### src/rtl/counter_sched.sv
// Round-robin scheduler/sequencer driving a shared 4-bit loadable up/down counter.
// Optional abort support is enabled with `define COUNTER_SCHED_ABORT_EN.
module counter_sched #(
    parameter int WIDTH  = 4,
    parameter int STEP_W = 8
) (
    input  logic              clk,
    input  logic              reset,
    input  logic              req0_valid,
    output logic              req0_ready,
    input  logic [WIDTH-1:0]  req0_start,
    input  logic              req0_ud,
    input  logic [STEP_W-1:0] req0_steps,
    input  logic              req1_valid,
    output logic              req1_ready,
    input  logic [WIDTH-1:0]  req1_start,
    input  logic              req1_ud,
    input  logic [STEP_W-1:0] req1_steps,
    output logic              cnt_load,
    output logic              cnt_ud,
    output logic [WIDTH-1:0]  cnt_data,
    input  logic [WIDTH-1:0]  cnt_q,
`ifdef COUNTER_SCHED_ABORT_EN
    input  logic              abort,
    output logic              done_aborted,
`endif
    output logic              busy,
    output logic              done_valid,
    output logic              done_id,
    output logic [WIDTH-1:0]  done_value
);

    typedef enum logic [1:0] {IDLE, LOAD, RUN, DONE} state_t;

    state_t              r_state;
    state_t              w_next;
    logic                r_last;
    logic                r_id;
    logic                r_ud;
    logic [WIDTH-1:0]    r_start;
    logic [STEP_W-1:0]   r_steps;
    logic [STEP_W-1:0]   r_remaining;
    logic                w_grant0;
    logic                w_grant1;
    logic                w_abort_hit;

    // A lone valid wins; on a tie the requester not granted last wins.
    assign w_grant0 = (r_state == IDLE) && !reset && req0_valid && (!req1_valid || r_last);
    assign w_grant1 = (r_state == IDLE) && !reset && req1_valid && !w_grant0;

    assign req0_ready = w_grant0;
    assign req1_ready = w_grant1;

`ifdef COUNTER_SCHED_ABORT_EN
    logic r_aborted;
    assign w_abort_hit  = abort && ((r_state == LOAD) || (r_state == RUN));
    assign done_aborted = (r_state == DONE) && r_aborted;

    always_ff @(posedge clk or posedge reset) begin
        if (reset) begin
            r_aborted <= 1'b0;
        end else if ((r_state == LOAD) || (r_state == RUN)) begin
            r_aborted <= w_abort_hit;
        end else if (r_state == IDLE) begin
            r_aborted <= 1'b0;
        end
    end
`else
    assign w_abort_hit = 1'b0;
`endif

    always_ff @(posedge clk or posedge reset) begin
        if (reset) begin
            r_state     <= IDLE;
            r_last      <= 1'b1;
            r_id        <= 1'b0;
            r_ud        <= 1'b0;
            r_start     <= '0;
            r_steps     <= '0;
            r_remaining <= '0;
        end else begin
            r_state <= w_next;
            case (r_state)
                IDLE: begin
                    if (w_grant0 || w_grant1) begin
                        r_last  <= w_grant1;
                        r_id    <= w_grant1;
                        r_ud    <= w_grant1 ? req1_ud    : req0_ud;
                        r_start <= w_grant1 ? req1_start : req0_start;
                        r_steps <= w_grant1 ? req1_steps : req0_steps;
                    end
                end
                LOAD:    r_remaining <= r_steps;
                RUN:     r_remaining <= r_remaining - 1'b1;
                default: ;
            endcase
        end
    end

    // The counter has no enable, so every non-counting state reloads its own value.
    always_comb begin
        w_next   = r_state;
        cnt_load = 1'b1;
        cnt_ud   = 1'b0;
        cnt_data = cnt_q;
        case (r_state)
            IDLE: begin
                if (w_grant0 || w_grant1) w_next = LOAD;
            end
            LOAD: begin
                cnt_data = r_start;
                w_next   = (r_steps == '0) ? DONE : RUN;
            end
            RUN: begin
                cnt_load = 1'b0;
                cnt_ud   = r_ud;
                if (r_remaining == STEP_W'(1)) w_next = DONE;
            end
            DONE:    w_next = IDLE;
            default: w_next = IDLE;
        endcase
        if (w_abort_hit) w_next = DONE;
    end

    assign busy       = (r_state != IDLE);
    assign done_valid = (r_state == DONE);
    assign done_id    = (r_state == DONE) ? r_id  : 1'b0;
    assign done_value = (r_state == DONE) ? cnt_q : '0;

endmodule

### config.mk
export PLATFORM = sky130hd
export DESIGN_NAME = counter_sched
export DESIGN_NICKNAME = d
export VERILOG_FILES = /design/src/rtl/counter_sched.sv
export SDC_FILE = /design/constraint.sdc
export NUM_CORES = 1
export LEC_CHECK = 0
export ABC_AREA = 0
export CAP_MARGIN = 20
export CORE_ASPECT_RATIO = 0.7
export CORE_MARGIN = 4
export CORE_UTILIZATION = 45
export DETAILED_ROUTE_END_ITERATION = 10
export PLACE_DENSITY = 0.91
export SLEW_MARGIN = 25
export SYNTH_ARGS = -nofsm -noshare
export SYNTH_HDL_FRONTEND = slang
export SYNTH_SLANG_ARGS = --single-unit
### constraint.sdc
create_clock -name clk -period 1.8 [get_ports clk]
set_input_delay 0.18 -clock clk [delete_from_list [all_inputs] [get_ports clk]]
set_output_delay 0.18 -clock clk [all_outputs]
set_load 0.1 [all_outputs]
Word level (Yosys, flattened, before mapping) --
Cells that the tools add are included.
Cells by class: $add $sub $neg 1, equal/unequal tests 6, multiplexer cells 13, reduce and logical (&&, ||, !) cells 16
Operator list (number):
- case mux 8 bit (2 select lines) | 1
- two-way mux 4 bit | 3
- == test 8 x 1 -> 1 bit, second input constant | 1
- zero test 8 bit | 1
- two-way mux 8 bit | 1
- case mux 2 bit (4 select lines) | 1
- subtractor 8 x 1 -> 8 bit, second input constant | 1
- logical AND 1 bit | 5
- two-way mux 1 bit | 5
- == test 2 bit, second input constant | 2
- two-way mux 2 bit | 2
- AND reduction 2 bit | 2
- nonzero test 2 bit | 2
- zero test 1 bit | 3
- == test 2 x 1 -> 1 bit, second input constant | 1
- zero test 2 bit | 1
- logical OR 1 bit | 2
- != test 2 x 1 -> 1 bit, second input constant | 1
- != test 2 bit, second input constant | 1
Word-level totals: register bits 25, bits of input ports 34, output and inout bits 15, logic and storage cells 43

Logic depth before layout (Yosys ltp) --
depth after elaboration 9, gate-level depth with buffers 7, gate-level depth less buffers 6

Worst setup path after synthesis --
OpenSTA, ideal clock, no wires.
path type register to register, start register r_state[0], end register r_start[3], library setup time 0.078 ns, data arrival time 3.879 ns, required time 1.722 ns, setup slack -2.157 ns, stages on the path, launching flop included 6, path buffers 0, period minus slack after synthesis 3.957 ns, cell sequence dfrtp_1 inv_1 ha_1 inv_1 nor3_1 a221o_1
On the way: word-level cells in the longest chain between the ends 8, elaborated cells between the ends (all ways) 10, those cells by class mux (1); reduce/logical (9)
RTL lines:
- start: declaration | RTL line 35 | state_t r_state;
- start signal: assignment | RTL line 82 | r_state <= w_next;
- zero test 2 bit (*) | RTL line 48 | assign w_grant0 = (r_state == IDLE) && !reset && req0_valid && (!req1_valid || r_last);
- logical AND 1 bit (*) (3 in series) | RTL line 48
- net req0_ready | RTL line 10 | output logic req0_ready,
- zero test 1 bit | RTL line 49 | assign w_grant1 = (r_state == IDLE) && !reset && req1_valid && !w_grant0;
- logical AND 1 bit | RTL line 49
- logical OR 1 bit | RTL line 85 | if (w_grant0 || w_grant1) begin
- AND reduction 2 bit (no line)
- end signal: assignment | RTL line 89 | r_start <= w_grant1 ? req1_start : req0_start;
- end: declaration | RTL line 40 | logic [WIDTH-1:0] r_start;
The timed path passes the listed nets; every way through them passes the cells marked *. A chain may end at the register's enable or synchronous reset.

Final worst setup path --
start register r_state[0], end output req1_ready
On the way: word-level cells in the longest chain between the ends 6, elaborated cells between the ends (all ways) 7, those cells by class reduce/logical (7)
RTL lines:
- zero test 2 bit (*) | RTL line 48, 49
- logical AND 1 bit (*) | RTL line 48, 49
- logical AND 1 bit (2 in series) | RTL line 48
- zero test 1 bit | RTL line 49
- logical AND 1 bit (*) | RTL line 49
- end: declaration | RTL line 15 | output logic req1_ready,
Mark *: on every way between the ends. The rest lies on a longest branch, timed or not.

==> summary.txt <==
Global route
  – Vias in the first global route: 1631
  – Total routing resource utilization after global routing: about a quarter
  – Wire length of the first global-routing pass: 8040 um
  – Number of antenna violations at the first check in global routing: 0
  – Maximum number of pins on one net before global-route repair: 21
  – Total global routing overflow: 0

Hold path
  – HP Class: in -> async

Outcome
  – Failing checks: setup timing
  – Status: finished with violations

Synth
  – Dominant cell type by area after synthesis: dfrtp_1
  – Post-synthesis net count: roughly 200
  – Leading cell types by count after synthesis: 24 x dfrtp_1, 16 x nand2_1, 11 x o21ai_1, 11 x o22ai_1
  – Number of storage elements in the synthesis netlist: 25
  – Synth Warn #: 0
  – Share of the yosys chip area belonging to registers: a little over two fifths
  – Dominant synthesized flop cell: dfrtp_1
  – Async SR Flop Fraction: 100%
  – Main combinational cell family by area after synthesis: compound AO/OA/AOI/OAI gates
  – Number of enable-type register cells in the synthesized netlist: 0
  – Area share of and/or/nand/nor cells after synthesis: 17.6%
  – Post-synthesis share of cell area spent on full adders, half adders and majority gates: 6.11%
  – Mean instance size in the synthesized netlist: 9.24 um^2
  – Top-area cell type share of the netlist area: 41.9%
  – Combined area of all synthesized cells: 1430 um^2
  – Compound-Gate Fraction of Synth Area: 23.0%
  – Share of the synthesized netlist area taken by xor and xnor gates: 0%
  – Leading post-synthesis cells by cell area: dfrtp_1 42%, ha_1 6.1%, o22ai_1 4.8%, nand2_1 4.2%, and2_1 3.9%
  – Count of distinct cell types in the synthesized netlist: 39
  – Synthesized instance count: 155
  – Library cell with the highest instance count after synthesis: dfrtp_1
  – Mux share of post-synthesis cell area: 4.89%

Die
  – Die Area: 4160 um^2
  – Chip width: around 75 um
  – Core Region: 2920 um^2
  – Num ports: 49
  – Die height: 55.2 um
  – Starting utilization of the core area: between 40 and 50%
  – Rows: 16

Timing
  – Worst-case headroom to the max-slew limit: 71.0%
  – Count of final setup violators: 7
  – Final worst-path cycle share: 106%
  – Slew at the pin closest to its max-slew limit: 0.431 ns
  – Unrepaired setup endpoints after global routing: true
  – Maximum frequency from static timing analysis: 523 MHz
  – Final Max Tran Viols: 0
  – Worst-case clock skew: 0.00768 ns
  – Final Worst Setup Slack: -0.113 ns
  – Clock period minus worst slack: 1.91 ns
  – Fin. Hold Viols: 0

Setup path
  – Worst Setup Path Type: reg -> out
  – Required time of the critical path: 1.62 ns
  – Arr. time, crit path: 1.73 ns
  – Register-to-Register Setup Slack: roughly 0.030 ns
  – Startpoint class of the critical path: flop
  – Endpoint kind of the worst setup timing path: output port
  – Crit Path Max Fanout: 3

Route
  – Routed Antenna Nets: 0
  – Routed wirelength normalized by instance count: 20.5 um
  – Number of design-rule violations left by the first detailed-router iteration: 249
  – Initial DRT Pass Iterations: 4
  – Wirelength, routed: 5160 um
  – Via density: 6.40
  – DRC: 0
  – Routed via count: 1614

Cells and area
  – Antenna diode instance count: 0
  – Total of fill cells in the finished design: 131
  – Multi-input gate area: 857 um^2
  – Total number of nets in the final design: 258
  – Area added between synthesis and finish: 66.6%
  – Register cell area after layout: roughly 630 um^2
  – Summed area of non-filler cells in the final layout: 2390 um^2
  – Final standard cell utilization of the core: 81.6%
  – Share of layout cells above drive strength 1: 34.3%

Placement
  – Post-DP HPWL: about 3500 um
  – Number of buffers added on ports: 48
  – Placed Area: 2250 um^2
  – Final weighted congestion in routability-driven placement: 0.779

Clock network
  – Level count of the clock H-tree: 1
  – Clock tree from TritonCTS: yes
  – Maximum number of buffers from clock root to sink: 2
  – CTS Buf Count: 3
  – Clock slew at the register clock pins of the worst setup and hold paths: 0.10 ns
  – Hold_buf cts: 0
  – Insertion delay to the later sink of the worst-skew pair: between 0.2 and 0.3 ns
  – Cell at the root of the clock tree: clkbuf_8
  – TritonCTS sink count: 25

Power
  – Static leakage power: 0.999 nW
  – Power Density: ~2100 nW/um^2
  – Worst voltage drop across the vdd grid: 0.00194 V

Job
  – Maximum Capacitance Violations: 0
[path summary, 6_finish.rpt]
check / start / endpoint / depth (start not counted)
worst max-delay path: r_state[0] / req1_ready / 6
worst min-delay path: reset / r_start[1] / 4
worst max register to register: r_state[0] / r_state[1] / 7
worst min register to register: r_start[0] / r_start[0] / 2
max in group asynchronous: reset / r_last / 4
min in group clk: r_start[0] / r_start[0] / 2
[sequential cells by signal (all words and copies together) (netlist names)]
signal / flops
r_remaining: 8
r_start: 4
r_state: 2
r_id: 1
r_steps: 8
r_ud: 1
r_last: 1
[cell type report]
type                            instances  share of cell area (%)
Multi-Input combinational cell        113                    35.9
Timing Repair Buffer                   65                    31.9
Sequential cell                        25                    26.3
Inverter                                9                    1.89
Tap cell                               36                    1.89
Clock buffer                            3                    1.73
Clock inverter                          1                   0.367
[routing by layer]
metal	routed length (um)	track usage (%)	part of all wire, %	vias up
li1	-	-	-	685
met2	2480	40.3	48	142
met1	1880	31.3	36	757
met4	255	8.98	4.9	0
met3	548	7.61	11	30
met5	0	0	0	-
[critical path, stage by stage (launching register included)]
cell and delay [ns]:
dfrtp_1 0.42, inv_2 0.11, ha_4 0.17, clkinvlp_4 0.09, a2111o_1 0.34, clkinvlp_4 0.13
buf_12 0.18
[cell families after synthesis]
kind of cell | after synthesis
compound gates | 53
buf+inv | 17
flops | 25
mux | 6
simple gates | 47
fa+ha+maj | 7
[what timing repair did]
| action | 4_1_cts | 5_1_grt |
|---|---|---|
| resized for setup | 2 | 5 |
| pin swaps | 1 | 1 |
| endpoints found under the setup margin | 7 | 25 |
| setup buffers | 8 | 1 |
[power breakdown]
| part | total (mW) | internal (mW) | switching [mW] |
|---|---|---|---|
| Clock | 0.355 | 0.163 | 0.193 |
| Sequential | 1.20 | 0.870 | 0.330 |
| Combinational | 3.39 | 1.37 | 2.02 |
[stage by stage]
| step | TNS [ns] | hold WS, ns | instances | setup WS, ns | total power, mW |
|---|---|---|---|---|---|
| after global routing | -0.579 | 0.408 | 252 | -0.174 | 5.16 |
| after global placement | 0 | 0.476 | 240 | 0.0885 | 4.08 |
| after CTS | -0.0357 | 0.374 | 252 | -0.0297 | 4.75 |
| after detailed placement | 0 | 0.481 | 240 | 0.0296 | 4.25 |
| final | -0.219 | 0.381 | 252 | -0.113 | 4.94 |
| after floorplan | -7.38 | 0.207 | 155 | -0.636 | 3.18 |
[cell usage in the layout (no fill, tap or decap), types with 3 or more instances in the layout]
cell	synthesis	layout
o22ai_2	0	10
o21ai_0	7	6
nor2_1	3	3
a21oi_1	9	8
inv_2	1	3
buf_4	0	16
and2_2	0	5
inv_1	8	3
mux2_2	4	4
clkdlybuf4s50_1	0	33
dfrtp_1	24	24
o211ai_1	3	3
clkinvlp_4	0	3
nand2_1	16	16
nand3_1	3	3
clkbuf_8	0	3
and2_1	9	3
a221o_1	3	3
ha_1	7	4
o21ai_1	11	11
buf_12	0	15
No activity file was read; power rests on OpenSTA's default activity.
